### src/rtl/midi_voice_allocator_if.sv
// Decoder-to-allocator bus: decoded MIDI events in, packed per-voice state out.
interface midi_voice_allocator_if #(
  parameter int pChannel = 4
);
  logic [6:0]            iNoteNumber;
  logic [6:0]            iVelocity;
  logic                  iNoteOn;
  logic                  iNoteOff;
  logic                  iSustain;
  logic                  iAllNotesOff;
  logic [pChannel*7-1:0] oNoteNumber;
  logic [pChannel*7-1:0] oVelocity;
  logic [pChannel-1:0]   oNoteOn;
  logic [pChannel-1:0]   oNoteStart;
  logic                  oSteal;
  logic                  oDrop;

  modport master (
    output iNoteNumber, iVelocity, iNoteOn, iNoteOff, iSustain, iAllNotesOff,
    input  oNoteNumber, oVelocity, oNoteOn, oNoteStart, oSteal, oDrop
  );

  modport slave (
    input  iNoteNumber, iVelocity, iNoteOn, iNoteOff, iSustain, iAllNotesOff,
    output oNoteNumber, oVelocity, oNoteOn, oNoteStart, oSteal, oDrop
  );
endinterface

### src/rtl/midi_voice_allocator.sv
// Polyphonic voice allocator: retrigger / free-voice / oldest-steal assignment with age ranks.
// Optional sustain-pedal hold logic is enabled by defining MIDI_SUSTAIN_EN.
module midi_voice_allocator #(
  parameter int pChannel   = 4,
  parameter     pStealMode = "oldest",
  parameter     pSim       = "no"
) (
  input logic                    iCLK,
  input logic                    iRST,
  midi_voice_allocator_if.slave  bus
);

  localparam int cIdxW        = $clog2(pChannel);
  localparam bit cStealOldest = (pStealMode == "oldest");
  localparam bit unusedSimFlag = (pSim == "yes");

  typedef logic [cIdxW-1:0] rank_t;

  logic [6:0]          noteReg [pChannel];
  logic [6:0]          noteNext[pChannel];
  logic [6:0]          velReg  [pChannel];
  logic [6:0]          velNext [pChannel];
  rank_t               rankReg [pChannel];
  rank_t               rankNext[pChannel];
  logic [pChannel-1:0] gateReg, gateNext;
  logic [pChannel-1:0] startReg, startNext;
  logic                stealReg, stealNext;
  logic                dropReg, dropNext;
`ifdef MIDI_SUSTAIN_EN
  logic [pChannel-1:0] holdReg, holdNext;
  logic                sustainPrev;
`else
  logic                unusedSustain;
  assign unusedSustain = bus.iSustain;
`endif

  logic  noteOnEff, noteOffEff;
  logic  matchFound, freeFound, selValid;
  rank_t matchIdx, freeIdx, oldestIdx, selIdx, selRank;

  assign noteOnEff  = bus.iNoteOn && (bus.iVelocity != 7'd0);
  assign noteOffEff = bus.iNoteOff || (bus.iNoteOn && (bus.iVelocity == 7'd0));

  // Descending scan so the lowest index wins each search.
  always_comb begin
    matchFound = 1'b0;
    matchIdx   = '0;
    freeFound  = 1'b0;
    freeIdx    = '0;
    oldestIdx  = '0;
    for (int x = pChannel - 1; x >= 0; x--) begin
      if (gateReg[x] && (noteReg[x] == bus.iNoteNumber)) begin
        matchFound = 1'b1;
        matchIdx   = rank_t'(x);
      end
      if (!gateReg[x]) begin
        freeFound = 1'b1;
        freeIdx   = rank_t'(x);
      end
      if (rankReg[x] == '0) oldestIdx = rank_t'(x);
    end
  end

  always_comb begin
    gateNext  = gateReg;
    startNext = '0;
    stealNext = 1'b0;
    dropNext  = 1'b0;
    selValid  = 1'b0;
    selIdx    = '0;
    selRank   = '0;
    for (int x = 0; x < pChannel; x++) begin
      noteNext[x] = noteReg[x];
      velNext[x]  = velReg[x];
      rankNext[x] = rankReg[x];
    end
`ifdef MIDI_SUSTAIN_EN
    holdNext = holdReg;
`endif

    if (bus.iAllNotesOff) begin
      gateNext = '0;
`ifdef MIDI_SUSTAIN_EN
      holdNext = '0;
`endif
    end else begin
`ifdef MIDI_SUSTAIN_EN
      if (sustainPrev && !bus.iSustain) begin
        gateNext = gateNext & ~holdReg;
        holdNext = '0;
      end
`endif
      if (noteOnEff) begin
        if (matchFound) begin
          selValid = 1'b1;
          selIdx   = matchIdx;
        end else if (freeFound) begin
          selValid = 1'b1;
          selIdx   = freeIdx;
        end else if (cStealOldest) begin
          selValid  = 1'b1;
          selIdx    = oldestIdx;
          stealNext = 1'b1;
        end else begin
          dropNext = 1'b1;
        end

        for (int x = 0; x < pChannel; x++)
          if (rank_t'(x) == selIdx) selRank = rankReg[x];

        // Winner moves to the youngest rank; younger voices close the gap it leaves.
        if (selValid) begin
          for (int x = 0; x < pChannel; x++) begin
            if (rank_t'(x) == selIdx) begin
              noteNext[x]  = bus.iNoteNumber;
              velNext[x]   = bus.iVelocity;
              gateNext[x]  = 1'b1;
              startNext[x] = 1'b1;
              rankNext[x]  = rank_t'(pChannel - 1);
`ifdef MIDI_SUSTAIN_EN
              holdNext[x]  = 1'b0;
`endif
            end else if (rankReg[x] > selRank) begin
              rankNext[x] = rankReg[x] - rank_t'(1);
            end
          end
        end
      end else if (noteOffEff) begin
        for (int x = 0; x < pChannel; x++) begin
          if (gateReg[x] && (noteReg[x] == bus.iNoteNumber)) begin
`ifdef MIDI_SUSTAIN_EN
            if (bus.iSustain) begin
              holdNext[x] = 1'b1;
            end else begin
              gateNext[x] = 1'b0;
              holdNext[x] = 1'b0;
            end
`else
            gateNext[x] = 1'b0;
`endif
          end
        end
      end
    end
  end

  always_ff @(posedge iCLK) begin
    if (iRST) begin
      gateReg  <= '0;
      startReg <= '0;
      stealReg <= 1'b0;
      dropReg  <= 1'b0;
      for (int x = 0; x < pChannel; x++) begin
        noteReg[x] <= '0;
        velReg[x]  <= '0;
        rankReg[x] <= rank_t'(x);
      end
`ifdef MIDI_SUSTAIN_EN
      holdReg     <= '0;
      sustainPrev <= 1'b0;
`endif
    end else begin
      gateReg  <= gateNext;
      startReg <= startNext;
      stealReg <= stealNext;
      dropReg  <= dropNext;
      for (int x = 0; x < pChannel; x++) begin
        noteReg[x] <= noteNext[x];
        velReg[x]  <= velNext[x];
        rankReg[x] <= rankNext[x];
      end
`ifdef MIDI_SUSTAIN_EN
      holdReg     <= holdNext;
      sustainPrev <= bus.iSustain;
`endif
    end
  end

  for (genvar x = 0; x < pChannel; x++) begin : gPack
    assign bus.oNoteNumber[7*x +: 7] = noteReg[x];
    assign bus.oVelocity[7*x +: 7]   = velReg[x];
  end

  assign bus.oNoteOn    = gateReg;
  assign bus.oNoteStart = startReg;
  assign bus.oSteal     = stealReg;
  assign bus.oDrop      = dropReg;

endmodule

### src/flat_wrapper.sv
// flat-port wrapper written by rule: the top's interface ports become plain ports
module midi_voice_allocator_flat 
#(
  parameter int pChannel   = 4,
  parameter     pStealMode = "      ",
  parameter     pSim       = "  "
)
  (iCLK, iRST, bus_iNoteNumber, bus_iVelocity, bus_iNoteOn, bus_iNoteOff, bus_iSustain, bus_iAllNotesOff, bus_oNoteNumber, bus_oVelocity, bus_oNoteOn, bus_oNoteStart, bus_oSteal, bus_oDrop);
  midi_voice_allocator_if #(.pChannel(pChannel)) bus_i ();
  input logic iCLK;
  input logic iRST;
  input wire logic [$bits(bus_i.iNoteNumber)-1:0] bus_iNoteNumber;
  input wire logic [$bits(bus_i.iVelocity)-1:0] bus_iVelocity;
  input wire logic [$bits(bus_i.iNoteOn)-1:0] bus_iNoteOn;
  input wire logic [$bits(bus_i.iNoteOff)-1:0] bus_iNoteOff;
  input wire logic [$bits(bus_i.iSustain)-1:0] bus_iSustain;
  input wire logic [$bits(bus_i.iAllNotesOff)-1:0] bus_iAllNotesOff;
  output wire logic [$bits(bus_i.oNoteNumber)-1:0] bus_oNoteNumber;
  output wire logic [$bits(bus_i.oVelocity)-1:0] bus_oVelocity;
  output wire logic [$bits(bus_i.oNoteOn)-1:0] bus_oNoteOn;
  output wire logic [$bits(bus_i.oNoteStart)-1:0] bus_oNoteStart;
  output wire logic [$bits(bus_i.oSteal)-1:0] bus_oSteal;
  output wire logic [$bits(bus_i.oDrop)-1:0] bus_oDrop;
  assign bus_i.iNoteNumber = bus_iNoteNumber;
  assign bus_i.iVelocity = bus_iVelocity;
  assign bus_i.iNoteOn = bus_iNoteOn;
  assign bus_i.iNoteOff = bus_iNoteOff;
  assign bus_i.iSustain = bus_iSustain;
  assign bus_i.iAllNotesOff = bus_iAllNotesOff;
  assign bus_oNoteNumber = bus_i.oNoteNumber;
  assign bus_oVelocity = bus_i.oVelocity;
  assign bus_oNoteOn = bus_i.oNoteOn;
  assign bus_oNoteStart = bus_i.oNoteStart;
  assign bus_oSteal = bus_i.oSteal;
  assign bus_oDrop = bus_i.oDrop;
  midi_voice_allocator #(.pChannel(pChannel), .pStealMode(pStealMode), .pSim(pSim)) u_core (.iCLK(iCLK), .iRST(iRST), .bus(bus_i));
endmodule
### config.mk
export PLATFORM = sky130hd
export DESIGN_NAME = midi_voice_allocator_flat
export DESIGN_NICKNAME = d
export VERILOG_FILES = /design/src/rtl/midi_voice_allocator_if.sv /design/src/rtl/midi_voice_allocator.sv /design/src/flat_wrapper.sv
export SDC_FILE = /design/constraint.sdc
export NUM_CORES = 1
export LEC_CHECK = 0
export CAP_MARGIN = 5
export CORE_MARGIN = 4
export CORE_UTILIZATION = 43
export CTS_CLUSTER_DIAMETER = 50
export DETAILED_ROUTE_END_ITERATION = 7
export GPL_TIMING_DRIVEN = 0
export PLACE_DENSITY = 0.76
export SYNTH_ARGS = -nofsm -noshare
export SYNTH_HDL_FRONTEND = slang
export SYNTH_SLANG_ARGS = --single-unit
### constraint.sdc
create_clock -name iCLK -period 2.2 [get_ports iCLK]
set_input_delay 0.33 -clock iCLK [delete_from_list [all_inputs] [get_ports iCLK]]
set_output_delay 0.33 -clock iCLK [all_outputs]
set_load 0.05 [all_outputs]
==> metrics.txt, run 1 <==
critical hold path startpoint bus_iNoteNumber[2]; cell area after synthesis between 0.003 and 0.004 mm^2; Chip Width 92.86 um; Synth area leader dfxtp_1; maximum clock frequency around 470 MHz; # nets final roughly 450; WL final around 8600 um; main combinational cell family by area after synthesis simple AND/OR/NAND/NOR gates; first-pass iteration count of the detailed router 4; synth unique cells 43; CP arrival between 2 and 2.5 ns; CTS buffer count 9; Hold/Removal Path Class in2reg; Root Buffer clkbuf_8; nature of the critical path endpoint flip-flop; initial DRC count about 170; final total power approximately 2.4 mW; Detail Placement HPWL 6385 um; total track usage about a fifth; number of global-route vias before repair 2739; Clock Latency Late Sink 0.35 ns; post-synthesis register bit count between 60 and 70; Hold Path End u_core.noteReg[3][2]$_SDFFE_PP0P_; I/O pin total 86; Routed Antenna Nets 0; reg2reg start u_core.noteReg[1][0]$_SDFFE_PP0P_; Worst Path Required ~2.4 ns; Worst Hold Depth 3; Leak 1.487 nW; gpl congestion around 0.85; post-route minimum period 2.133 ns; Worst Reg-to-Reg Cells 8; Die Ht just over 90 um; Avg WL per Cell between 15 and 20 um; fin crit share between 90% and 100%; RSZ-0062 raised after global routing yes; # hold bufs at CTS 0; share of layout cells above drive strength 1 between 10% and 20%; final hold violations 0; count of final setup violators 0; simple-gate portion of the synthesized area 21.33%; ranking of synthesized cells by area dfxtp_1 42%, mux2i_1 9.1%, nand2b_1 8.1%; count of pins over their slew limit 0; Seq/Total Area, Yosys 42.02%; IO buf count 76; Bufs on Longest Clock Path 2; diode count 0; initial antenna violation count 0; DRC viols 0; via count 2834; largest net degree at the start of global routing 13; Adder-Cell Fraction of Synth Area 0%; most used flip-flop cell after synthesis dfxtp_1; critical path launch point type input pin; Synth Area in XOR/XNOR 8.162%; Clock H-tree levels 3; FFs w/ async S/R, synth 0%; CTS tree built; Syn Area/Cell about 9 um^2; Via-to-Cell Ratio 5.347; Yosys warnings 0; Synth top area share roughly 42%; max_slew headroom a little over three fifths; area grow syn2layout 36.32%; multiplexer share of the synthesized area 9.051%; Setup Skew approximately 0.0072 ns; worst-margin pin slew ~0.55 ns; TritonCTS Sinks 65; FP Rows 30; FF-to-FF setup slack about 0.10 ns; first-pass GRT wire length between 10000 and 15000 um; CORE AREA approximately 0.007 mm^2; CP max FO 10; Post-synth EDFFs 0; status finished, final reports clean; die area around 0.0086 mm^2; Reg clk slew, reported paths around 0.070 ns; initial core utilization between 40% and 50%; setup TNS 0 ns; Crit Reg-Reg Endpoint u_core.noteReg[1][0]$_SDFFE_PP0P_; top post-synthesis cells by count 65 x dfxtp_1, 40 x nand2b_1, 33 x nand3_1, 30 x o21ai_0; VDD IR max a little over 0.4 mV; Mapped Nets 360; Post-Syn Instances 340; count leader, synth dfxtp_1; Synth Area in Compound Gates between 10% and 20%; Pwr Density about 580 mW/mm^2; WS Path Type in2reg; Max-Cap Viols 0; remaining global-route overflow 0
## power breakdown
group,leakage (nW),total [mW],internal (mW),switching (mW)
Sequential,0.529,1.21,1.20,0.0156
Clock,0.0850,0.884,0.405,0.479
Combinational,0.873,0.335,0.131,0.204
Total,1.49,2.43,1.73,0.699
## cell families after synthesis
logic type                count (synthesis)
muxes                                    28
xor gates and xnor gates                 28
buffers and inverters                    31
other                                     1
AOI/OAI and AO/OA                        73
DFF                                      65
and+or+nand+nor                         114
## critical path, cell delays in order
cell,delay [ns]
dlygate4sd2_1,0.31
or4_4,0.58
o41ai_4,0.32
nor2_4,0.10
and3_1,0.19
clkbuf_1,0.14
clkbuf_4,0.20
nand3_1,0.09
a21oi_1,0.07
## cells in the final DEF (no fill, tap or decap), drive strengths merged, types with 2 or more instances in the layout
cell / instances
a21oi: 28
clkinvlp: 2
and3: 3
dlygate4sd2: 4
o21ai: 30
clkdlybuf4s50: 72
buf: 15
xor2: 6
or2: 3
clkinv: 5
mux2i: 28
o41ai: 2
nand2b: 40
a211oi: 2
nand3: 33
nor2: 11
or2b: 2
nand4: 8
clkbuf: 25
nand2: 4
a31oi: 2
or4: 2
xnor2: 22
inv: 2
nor3b: 2
nor4: 2
nor3: 3
a221oi: 2
dfxtp: 65
## state kept, by name, summed over array words and instances (netlist names)
| signal | flops |
|---|---|
| u_core.bus.oNoteOn | 4 |
| u_core.velReg | 28 |
| u_core.bus.oDrop | 1 |
| u_core.bus.oNoteStart | 4 |
| u_core.noteReg | 28 |
## how the worst max path moves through the flow
stage	from	cells past startpoint	endpoint	slack (ns)
floorplan	u_core.noteReg[1][6]$_SDFFE_PP0P_	7	u_core.noteReg[1][0]$_SDFFE_PP0P_	0.01
global placement	bus_iVelocity[3]	8	u_core.noteReg[3][2]$_SDFFE_PP0P_	-0.59
detailed placement	bus_iVelocity[3]	8	u_core.noteReg[3][0]$_SDFFE_PP0P_	-0.69
CTS	bus_iVelocity[3]	9	u_core.noteReg[2][0]$_SDFFE_PP0P_	0.04
global route	u_core.noteReg[1][0]$_SDFFE_PP0P_	7	u_core.noteReg[1][6]$_SDFFE_PP0P_	-0.02
finish	bus_iVelocity[3]	9	u_core.noteReg[2][0]$_SDFFE_PP0P_	0.07
## metal layers
| metal | share of wire, % | wire length [um] | track usage [%] |
|---|---|---|---|
| met1 | 45 | 3841 | 26.65 |
| met2 | 47 | 4025 | 31.61 |
| met3 | 6.3 | 540 | 5.118 |
| met4 | 1.8 | 157 | 7.082 |
| met5 | 0 | 0 | 0 |
## timing repair
item	in CTS	in global routing
hold endpoints to repair	0	0
gates resized for setup	11	9
pin swaps	1	3
endpoints found under the setup margin	48	33
buffers inserted	1	1
## area by class of cell
cell class,count,area (um^2)
clock inverter,7,47.55
inverter,2,7.507
fill,625,2685
clock buffer,9,123.9
multi-input combinational,244,1663
sequential,65,1309
timing repair buffer,78,770.7
tap,96,120.1
buffer,29,180.2
## stage by stage
step / util, % / hold slack, ns / cells / instance area [um^2] / worst slack [ns]
after global routing: 61.12 / 0.2666 / 530 / 4222 / -0.02202
after CTS: 60.69 / 0.2566 / 529 / 4192 / 0.04163
after detailed placement: 57.70 / 0.4702 / 512 / 3985 / -0.6870
after global placement: 57.70 / 0.4652 / 512 / 3985 / -0.5944
after floorplan: - / 0.4777 / 340 / 3104 / 0.01059
final: 61.12 / 0.2706 / 530 / 4222 / 0.06744
(Power assumes the default switching activity.)
==> run 2, diff against run 1 <==
--- a/config.mk
+++ b/config.mk
@@ -5,9 +5,10 @@
 export SDC_FILE = /design/constraint.sdc
 export NUM_CORES = 1
 export LEC_CHECK = 0
+export ABC_AREA = 1
 export CAP_MARGIN = 5
 export CORE_MARGIN = 4
-export CORE_UTILIZATION = 43
+export CORE_UTILIZATION = 44
 export CTS_CLUSTER_DIAMETER = 50
 export DETAILED_ROUTE_END_ITERATION = 7
 export GPL_TIMING_DRIVEN = 0
==> run 2 against run 1 <==
Effect of this change:
- register-to-register slack hardly changed
- non-clock buffer count is 2 higher
- global-route usage rose by 2.9 points
- final cell count increased by 41%
- fmax increased by 2.1%
- final area up 11%
- area after synthesis increased by 8.3%
- utilization grew 2.5 points
- clock skew fell by 0.00074 ns
- first-iteration DRC count is the same
- clock-buffer cell count did not move
- critical endpoint is now u_core.noteReg[2][6]$_SDFFE_PP0P_
==> metrics.txt, run 2 <==
Worst Reg-to-Reg Cells 13 (was 8); remaining global-route overflow 0 (unchanged); Util after Layout 63.65% (was 61.12%); Setup Skew 0.006456 ns (was 0.007199 ns); Seq/Total Area, Yosys 38.81% (was 42.02%); share of layout cells above drive strength 1 10.66% (was 13.13%); post-synthesis register bit count 65 (unchanged); CP max FO 10 (unchanged); initial core utilization 45.74% (was 44.84%); initial antenna violation count 0 (unchanged); critical path launch point type flip-flop (was input pin); max_slew headroom 64.38% (was 63.12%); post-placement cell count 721 (was 512); synth unique cells 27 (was 43); Slowest-stage cell, CP dfxtp_1 (was or4_4); pre-CTS setup slack -0.6103 ns (was -0.6870 ns); Via-to-Cell Ratio 4.777 (was 5.347); Post-Syn Instances 539 (was 340); Worst Path Required 2.49 ns (was 2.41 ns); Chip Width 95.30 um (was 92.86 um); ranking of synthesized cells by area dfxtp_1 39%, nand2_1 21%, nor2_1 15% (was dfxtp_1 42%, mux2i_1 9.1%, nand2b_1 8.1%); Avg WL per Cell 13.28 um (was 16.16 um); Die Ht 95.30 um (was 92.86 um); CTS buffer count 9 (unchanged); commonest non-fill, non-tap cells in the layout 187 x nand2_1, 132 x nor2_1, 76 x clkdlybuf4s50_1 (was 72 x clkdlybuf4s50_1, 59 x dfxtp_1, 40 x nand2b_1); diode count 0 (unchanged); Root Buffer clkbuf_8 (unchanged); Bufs on Longest Clock Path 2 (unchanged); worst-margin pin slew 0.5326 ns (was 0.5500 ns); crit-path most repeated cell nand2_1; status finished, final reports clean (unchanged); Leak 1.991 nW (was 1.487 nW); VDD IR max 0.3649 mV (was 0.4123 mV); I/O pin total 86 (unchanged); total track usage 22.96% (was 20.09%); gpl congestion 0.8698 (was 0.8470); Synth area leader dfxtp_1 (unchanged); reg2reg start u_core.noteReg[2][2]$_SDFFE_PP0P_ (was u_core.noteReg[1][0]$_SDFFE_PP0P_); count of final setup violators 0 (unchanged); first-pass iteration count of the detailed router 5 (was 4); setup TNS 0 ns (unchanged); Syn Area/Cell 6.221 um^2 (was 9.108 um^2); Hold/Removal Path Class in2reg (unchanged); initial DRC count 174 (unchanged); DRC viols 0 (unchanged); Routed Antenna Nets 0 (unchanged); Post-Layout Cell Count 746 (was 530); maximum clock frequency 478.6 MHz (was 468.9 MHz); crit-path max cell delay 0.42 ns (was 0.58 ns); # hold bufs at CTS 0 (unchanged); Post-synth EDFFs 0 (unchanged); top post-synthesis cells by count 188 x nand2_1, 134 x nor2_1, 65 x dfxtp_1, 47 x inv_1, 35 x nand3_1 (was 65 x dfxtp_1, 40 x nand2b_1, 33 x nand3_1, 30 x o21ai_0); die area 0.009082 mm^2 (was 0.008623 mm^2); nature of the critical path endpoint flip-flop (unchanged); Clock Latency Late Sink 0.35 ns (about the same); first-pass GRT wire length 16020 um (was 13730 um); area grow syn2layout 39.14% (was 36.32%); FP Rows 31 (was 30); WS Path Type reg2reg (was in2reg); post-route minimum period 2.089 ns (was 2.133 ns); Worst Hold Depth 5 (was 3); Buf/Inv on CP 1 (was 3); CTS tree built (unchanged); most used flip-flop cell after synthesis dfxtp_1 (unchanged); final total power 2.919 mW (was 2.430 mW); Max-Cap Viols 0 (unchanged); Setup WS post-layout 0.1106 ns (was 0.06744 ns); FFs w/ async S/R, synth 0% (unchanged); Pwr Density 625.7 mW/mm^2 (was 575.7 mW/mm^2); TritonCTS Sinks 65 (unchanged); crit path cell chain nand2_1, nand2_1, nor2_1, nand2_1, nor2_2, nor2_2, nand3b_1, nand2_2, nand2_1, nor2_4, buf_6, nor2_1, nor2_1 (was dlygate4sd2_1, or4_4, o41ai_4, nor2_4, and3_1, clkbuf_1, clkbuf_4, nand3_1, a21oi_1); count leader, synth nand2_1 (was dfxtp_1); cell area after synthesis 0.003353 mm^2 (was 0.003097 mm^2); commonest non-fill, non-tap cell in the layout nand2_1 (was clkdlybuf4s50_1); # nets final 662 (was 449); fin crit share 94.97% (was 96.93%); Reg clk slew, reported paths 0.08 ns (was 0.07 ns); Clock H-tree levels 3 (unchanged); Crit. Startpoint u_core.noteReg[2][2]$_SDFFE_PP0P_ (was bus_iVelocity[3]); number of global-route vias before repair 3448 (was 2739); CP arrival 2.38 ns (was 2.34 ns); Crit. path cell count 13 (was 9); Detail Placement HPWL 7228 um (was 6385 um); Synth top area share 38.81% (was 42.02%); CORE AREA 0.007331 mm^2 (was 0.006907 mm^2); IO buf count 83 (was 76); final hold violations 0 (unchanged); WL final 9910 um (was 8564 um); largest net degree at the start of global routing 13 (unchanged); biggest regs u_core.noteReg (28), u_core.velReg (28) (unchanged); family with the most delay on the worst path simple AND/OR/NAND/NOR gates (unchanged); critical hold path startpoint bus_iNoteNumber[1] (was bus_iNoteNumber[2]); Mapped Nets 559 (was 360); via count 3564 (was 2834); Yosys warnings 0 (unchanged); count of pins over their slew limit 0 (unchanged)
run 2: cell count changes after synthesis, sizes merged, moves of 9 or more:
cell    before  now
a21oi       28    8
nand2        4  190
mux2i       28    0
inv          2   55
nor2        11  146
nand2b      40    0
clkbuf      14    5
xnor2       22    0
o21ai       30    7
run 2: worst min-delay path, delay by kind of cell:
family,cells,cell delay (ns)
buf+inv,2,0.31
simple gates,3,0.14
run 2: final cells by class:
class	instances	area [um^2]
clock buffer	9	123.9
buffer	17	131.4
sequential	65	1301
clock inverter	7	118.9
timing repair buffer	92	893.4
inverter	56	215.2
fill	655	2665
multi-input combinational	401	1758
tap	99	123.9
run 2: repair_timing:
item,in CTS,in global routing
endpoints found under the hold margin,0,0
gates resized for setup,13,13
endpoints found under the setup margin,56,58
buffers inserted,7,2
pin swaps,3,2
run 2: routing by layer:
metal	part of all wire (%)	up-vias	routed length, um	GRT usage (%)
met5	0	-	0	0
met4	2.0	0	201	9.135
met3	7.0	17	692	5.525
met2	47	125	4609	38.19
met1	44	1589	4407	28.47
li1	-	1833	-	-
run 2: logic make-up (layout without fill, tap and decap cells):
kind of cell           count (synthesis)  count (layout)  share of synthesized area, %
and+or+nand+nor                      385             385                         48.81
buffers and inverters                 73             181                         9.925
DFF                                   65              65                         38.81
AOI/OAI and AO/OA                     15              15                         2.351
other                                  1               1                        0.1118
run 2: stage by stage:
stage / instance area (um^2) / hold WS, ns
6_report: 4666 / 0.4666
5_1_grt: 4666 / 0.4934
4_1_cts: 4623 / 0.4884
3_5_place_dp: 4308 / 0.4710
3_3_place_gp: 4308 / 0.4637
2_1_floorplan: 3353 / 0.4068
run 2: final timing paths:
| kind | end | slack, ns |
|---|---|---|
| max | u_core.noteReg[2][6]$_SDFFE_PP0P_ | 0.11 |
| min | u_core.noteReg[0][1]$_SDFFE_PP0P_ | 0.47 |
| max reg2reg | u_core.noteReg[2][6]$_SDFFE_PP0P_ | 0.11 |
| min reg2reg | u_core.velReg[1][5]$_SDFFE_PP0P_ | 0.48 |
run 2: power breakdown:
part	internal, mW	leakage (nW)	switching, mW	total (mW)
registers	1.20	0.527	0.0208	1.22
clock network	0.752	0.115	0.499	1.25
logic	0.153	1.35	0.291	0.444
==> run 3, diff against run 2 <==
--- a/config.mk
+++ b/config.mk
@@ -13,6 +13,7 @@
 export DETAILED_ROUTE_END_ITERATION = 7
 export GPL_TIMING_DRIVEN = 0
 export PLACE_DENSITY = 0.76
+export RECOVER_POWER = 25
 export SYNTH_ARGS = -nofsm -noshare
 export SYNTH_HDL_FRONTEND = slang
 export SYNTH_SLANG_ARGS = --single-unit
==> run 3 against run 2 <==
Effect of this change:
- die area stayed put
- worst hold slack better by 0.0019 ns
- global-route usage stayed put
- via count is 0.59% higher
- flip-flop and latch count stayed put
- fmax hardly changed
- clock-buffer cell count stayed put
- wire length hardly changed
- sequential share of layout area stayed put
- register-to-register slack better by 0.02 ns
- clock skew hardly changed
- largest power group unchanged
- highest routed layer unchanged
==> metrics.txt, run 3 (same netlist as run 2, synthesis figures left out) <==
status finished, final reports clean (unchanged); FF-to-FF setup slack 0.13 ns (was 0.11 ns); # nets final 662 (unchanged); Setup Skew 0.006588 ns (was 0.006456 ns); crit path cell chain clkdlybuf4s15_1, inv_2, nand2_1, inv_1, nor2_1, nand2_1, nor2_2, nor2_2, nand3b_1, nand2_2, nand2_1, nor2_4, buf_6, nor2_1, nor2_1 (was nand2_1, nand2_1, nor2_1, nand2_1, nor2_2, nor2_2, nand3b_1, nand2_2, nand2_1, nor2_4, buf_6, nor2_1, nor2_1); total track usage 22.96% (unchanged); fin crit share 94.94% (was 94.97%); Detail Placement HPWL 7228 um (unchanged); max_slew headroom 64.05% (was 64.38%); CP arrival 2.38 ns (about the same); Via-to-Cell Ratio 4.806 (was 4.777); Post-Layout Cell Count 746 (unchanged); Pwr Density 623.8 mW/mm^2 (was 625.7 mW/mm^2); Max-Cap Viols 0 (unchanged); final hold violations 0 (unchanged); TritonCTS Sinks 65 (unchanged); Clock Latency Late Sink 0.35 ns (about the same); area grow syn2layout 39.14% (unchanged); commonest non-fill, non-tap cell in the layout nand2_1 (unchanged); IO buf count 83 (unchanged); Slowest-stage cell, CP clkdlybuf4s15_1 (was dfxtp_1); Worst Path Required 2.49 ns (about the same); crit-path max cell delay 0.27 ns (was 0.42 ns); share of layout cells above drive strength 1 10.66% (unchanged); Util after Layout 63.65% (unchanged); commonest non-fill, non-tap cells in the layout 187 x nand2_1, 132 x nor2_1, 65 x dfxtp_1 (was 187 x nand2_1, 132 x nor2_1, 76 x clkdlybuf4s50_1); WL final 9906 um (was 9910 um); largest net degree at the start of global routing 13 (unchanged); biggest regs u_core.noteReg (28), u_core.velReg (28) (unchanged); initial DRC count 169 (was 174); worst-margin pin slew 0.5374 ns (was 0.5326 ns); I/O pin total 86 (unchanged); critical path launch point type input pin (was flip-flop); Root Buffer clkbuf_8 (unchanged); post-route minimum period 2.089 ns (about the same); Hold/Removal Path Class in2reg (unchanged); CTS buffer count 9 (unchanged); count of pins over their slew limit 0 (unchanged); Crit. Startpoint bus_iNoteNumber[0] (was u_core.noteReg[2][2]$_SDFFE_PP0P_); pre-CTS setup slack -0.6103 ns (unchanged); final total power 2.910 mW (was 2.919 mW); critical hold path startpoint bus_iNoteNumber[1] (unchanged); WS Path Type in2reg (was reg2reg); Leak 2.090 nW (was 1.991 nW); VDD IR max 0.3623 mV (was 0.3649 mV); Reg clk slew, reported paths 0.08 ns (about the same); Clock H-tree levels 3 (unchanged); Die Ht 95.30 um (unchanged); diode count 0 (unchanged); maximum clock frequency 478.8 MHz (was 478.6 MHz); FP Rows 31 (unchanged); gpl congestion 0.8698 (unchanged); first-pass GRT wire length 16020 um (unchanged); via count 3585 (was 3564); initial core utilization 45.74% (unchanged); initial antenna violation count 0 (unchanged); CTS tree built (unchanged); reg2reg start u_core.noteReg[2][2]$_SDFFE_PP0P_ (unchanged); Routed Antenna Nets 0 (unchanged); Chip Width 95.30 um (unchanged); nature of the critical path endpoint flip-flop (unchanged); CORE AREA 0.007331 mm^2 (unchanged); CP max FO 10 (unchanged); post-placement cell count 721 (unchanged); number of global-route vias before repair 3448 (unchanged); DRC viols 0 (unchanged); Avg WL per Cell 13.28 um (about the same); # hold bufs at CTS 0 (unchanged); first-pass iteration count of the detailed router 7 (was 5); Setup WS post-layout 0.1113 ns (was 0.1106 ns); Bufs on Longest Clock Path 2 (unchanged); count of final setup violators 0 (unchanged); remaining global-route overflow 0 (unchanged); die area 0.009082 mm^2 (unchanged)
==> run 3: cell types whose count changed in the layout (fill, tap and decap cells not counted), sizes merged <==
cell,delta
clkdlybuf4s50,-30
dlygate4sd3,+30
==> run 3: worst max-delay path: cells and delay by family <==
family                 cells  cell delay [ns]
buffers and inverters      4             0.72
AND/OR/NAND/NOR           11             1.32
==> run 3: metal layers <==
| metal | track usage [%] | share of wire (%) | vias up |
|---|---|---|---|
| met5 | 0 | 0 | - |
| met4 | 9.135 | 2.0 | 0 |
| met3 | 5.525 | 7.8 | 17 |
| met2 | 38.19 | 47 | 128 |
| met1 | 28.47 | 43 | 1609 |
| li1 | - | - | 1831 |
==> run 3: final cells by class <==
type	instances	area, um^2
fill	655	2665
multi-input combinational	401	1758
sequential	65	1301
timing repair buffer	92	893.4
inverter	56	215.2
buffer	17	131.4
clock buffer	9	123.9
tap	99	123.9
clock inverter	7	118.9
==> run 3: timing repair <==
item                       4_1_cts  5_1_grt
buffers inserted                 7        2
setup endpoints to repair       56       58
resized for setup               13       13
pin swaps                        3        2
hold endpoints to repair         0        0
==> run 3: per-stage QoR <==
stage | TNS (ns) | instance area, um^2 | hold slack [ns]
6_report | 0 | 4666 | 0.4685
5_1_grt | -1.400 | 4666 | 0.4934
4_1_cts | 0 | 4623 | 0.4884
3_5_place_dp | -31.38 | 4308 | 0.4710
3_3_place_gp | -28.58 | 4308 | 0.4637
2_1_floorplan | 0 | 3353 | 0.4068
==> run 3: where the power goes <==
| part | internal, mW | leakage (nW) | switching (mW) |
|---|---|---|---|
| sequential | 1.20 | 0.527 | 0.0202 |
| combinational | 0.148 | 1.45 | 0.290 |
| clock | 0.752 | 0.115 | 0.496 |
==> run 3: worst paths after layout <==
kind	cells after the start	endpoint
max	15	u_core.noteReg[2][6]$_SDFFE_PP0P_
min	5	u_core.noteReg[0][1]$_SDFFE_PP0P_
max reg2reg	13	u_core.noteReg[2][6]$_SDFFE_PP0P_
min reg2reg	2	u_core.velReg[1][5]$_SDFFE_PP0P_
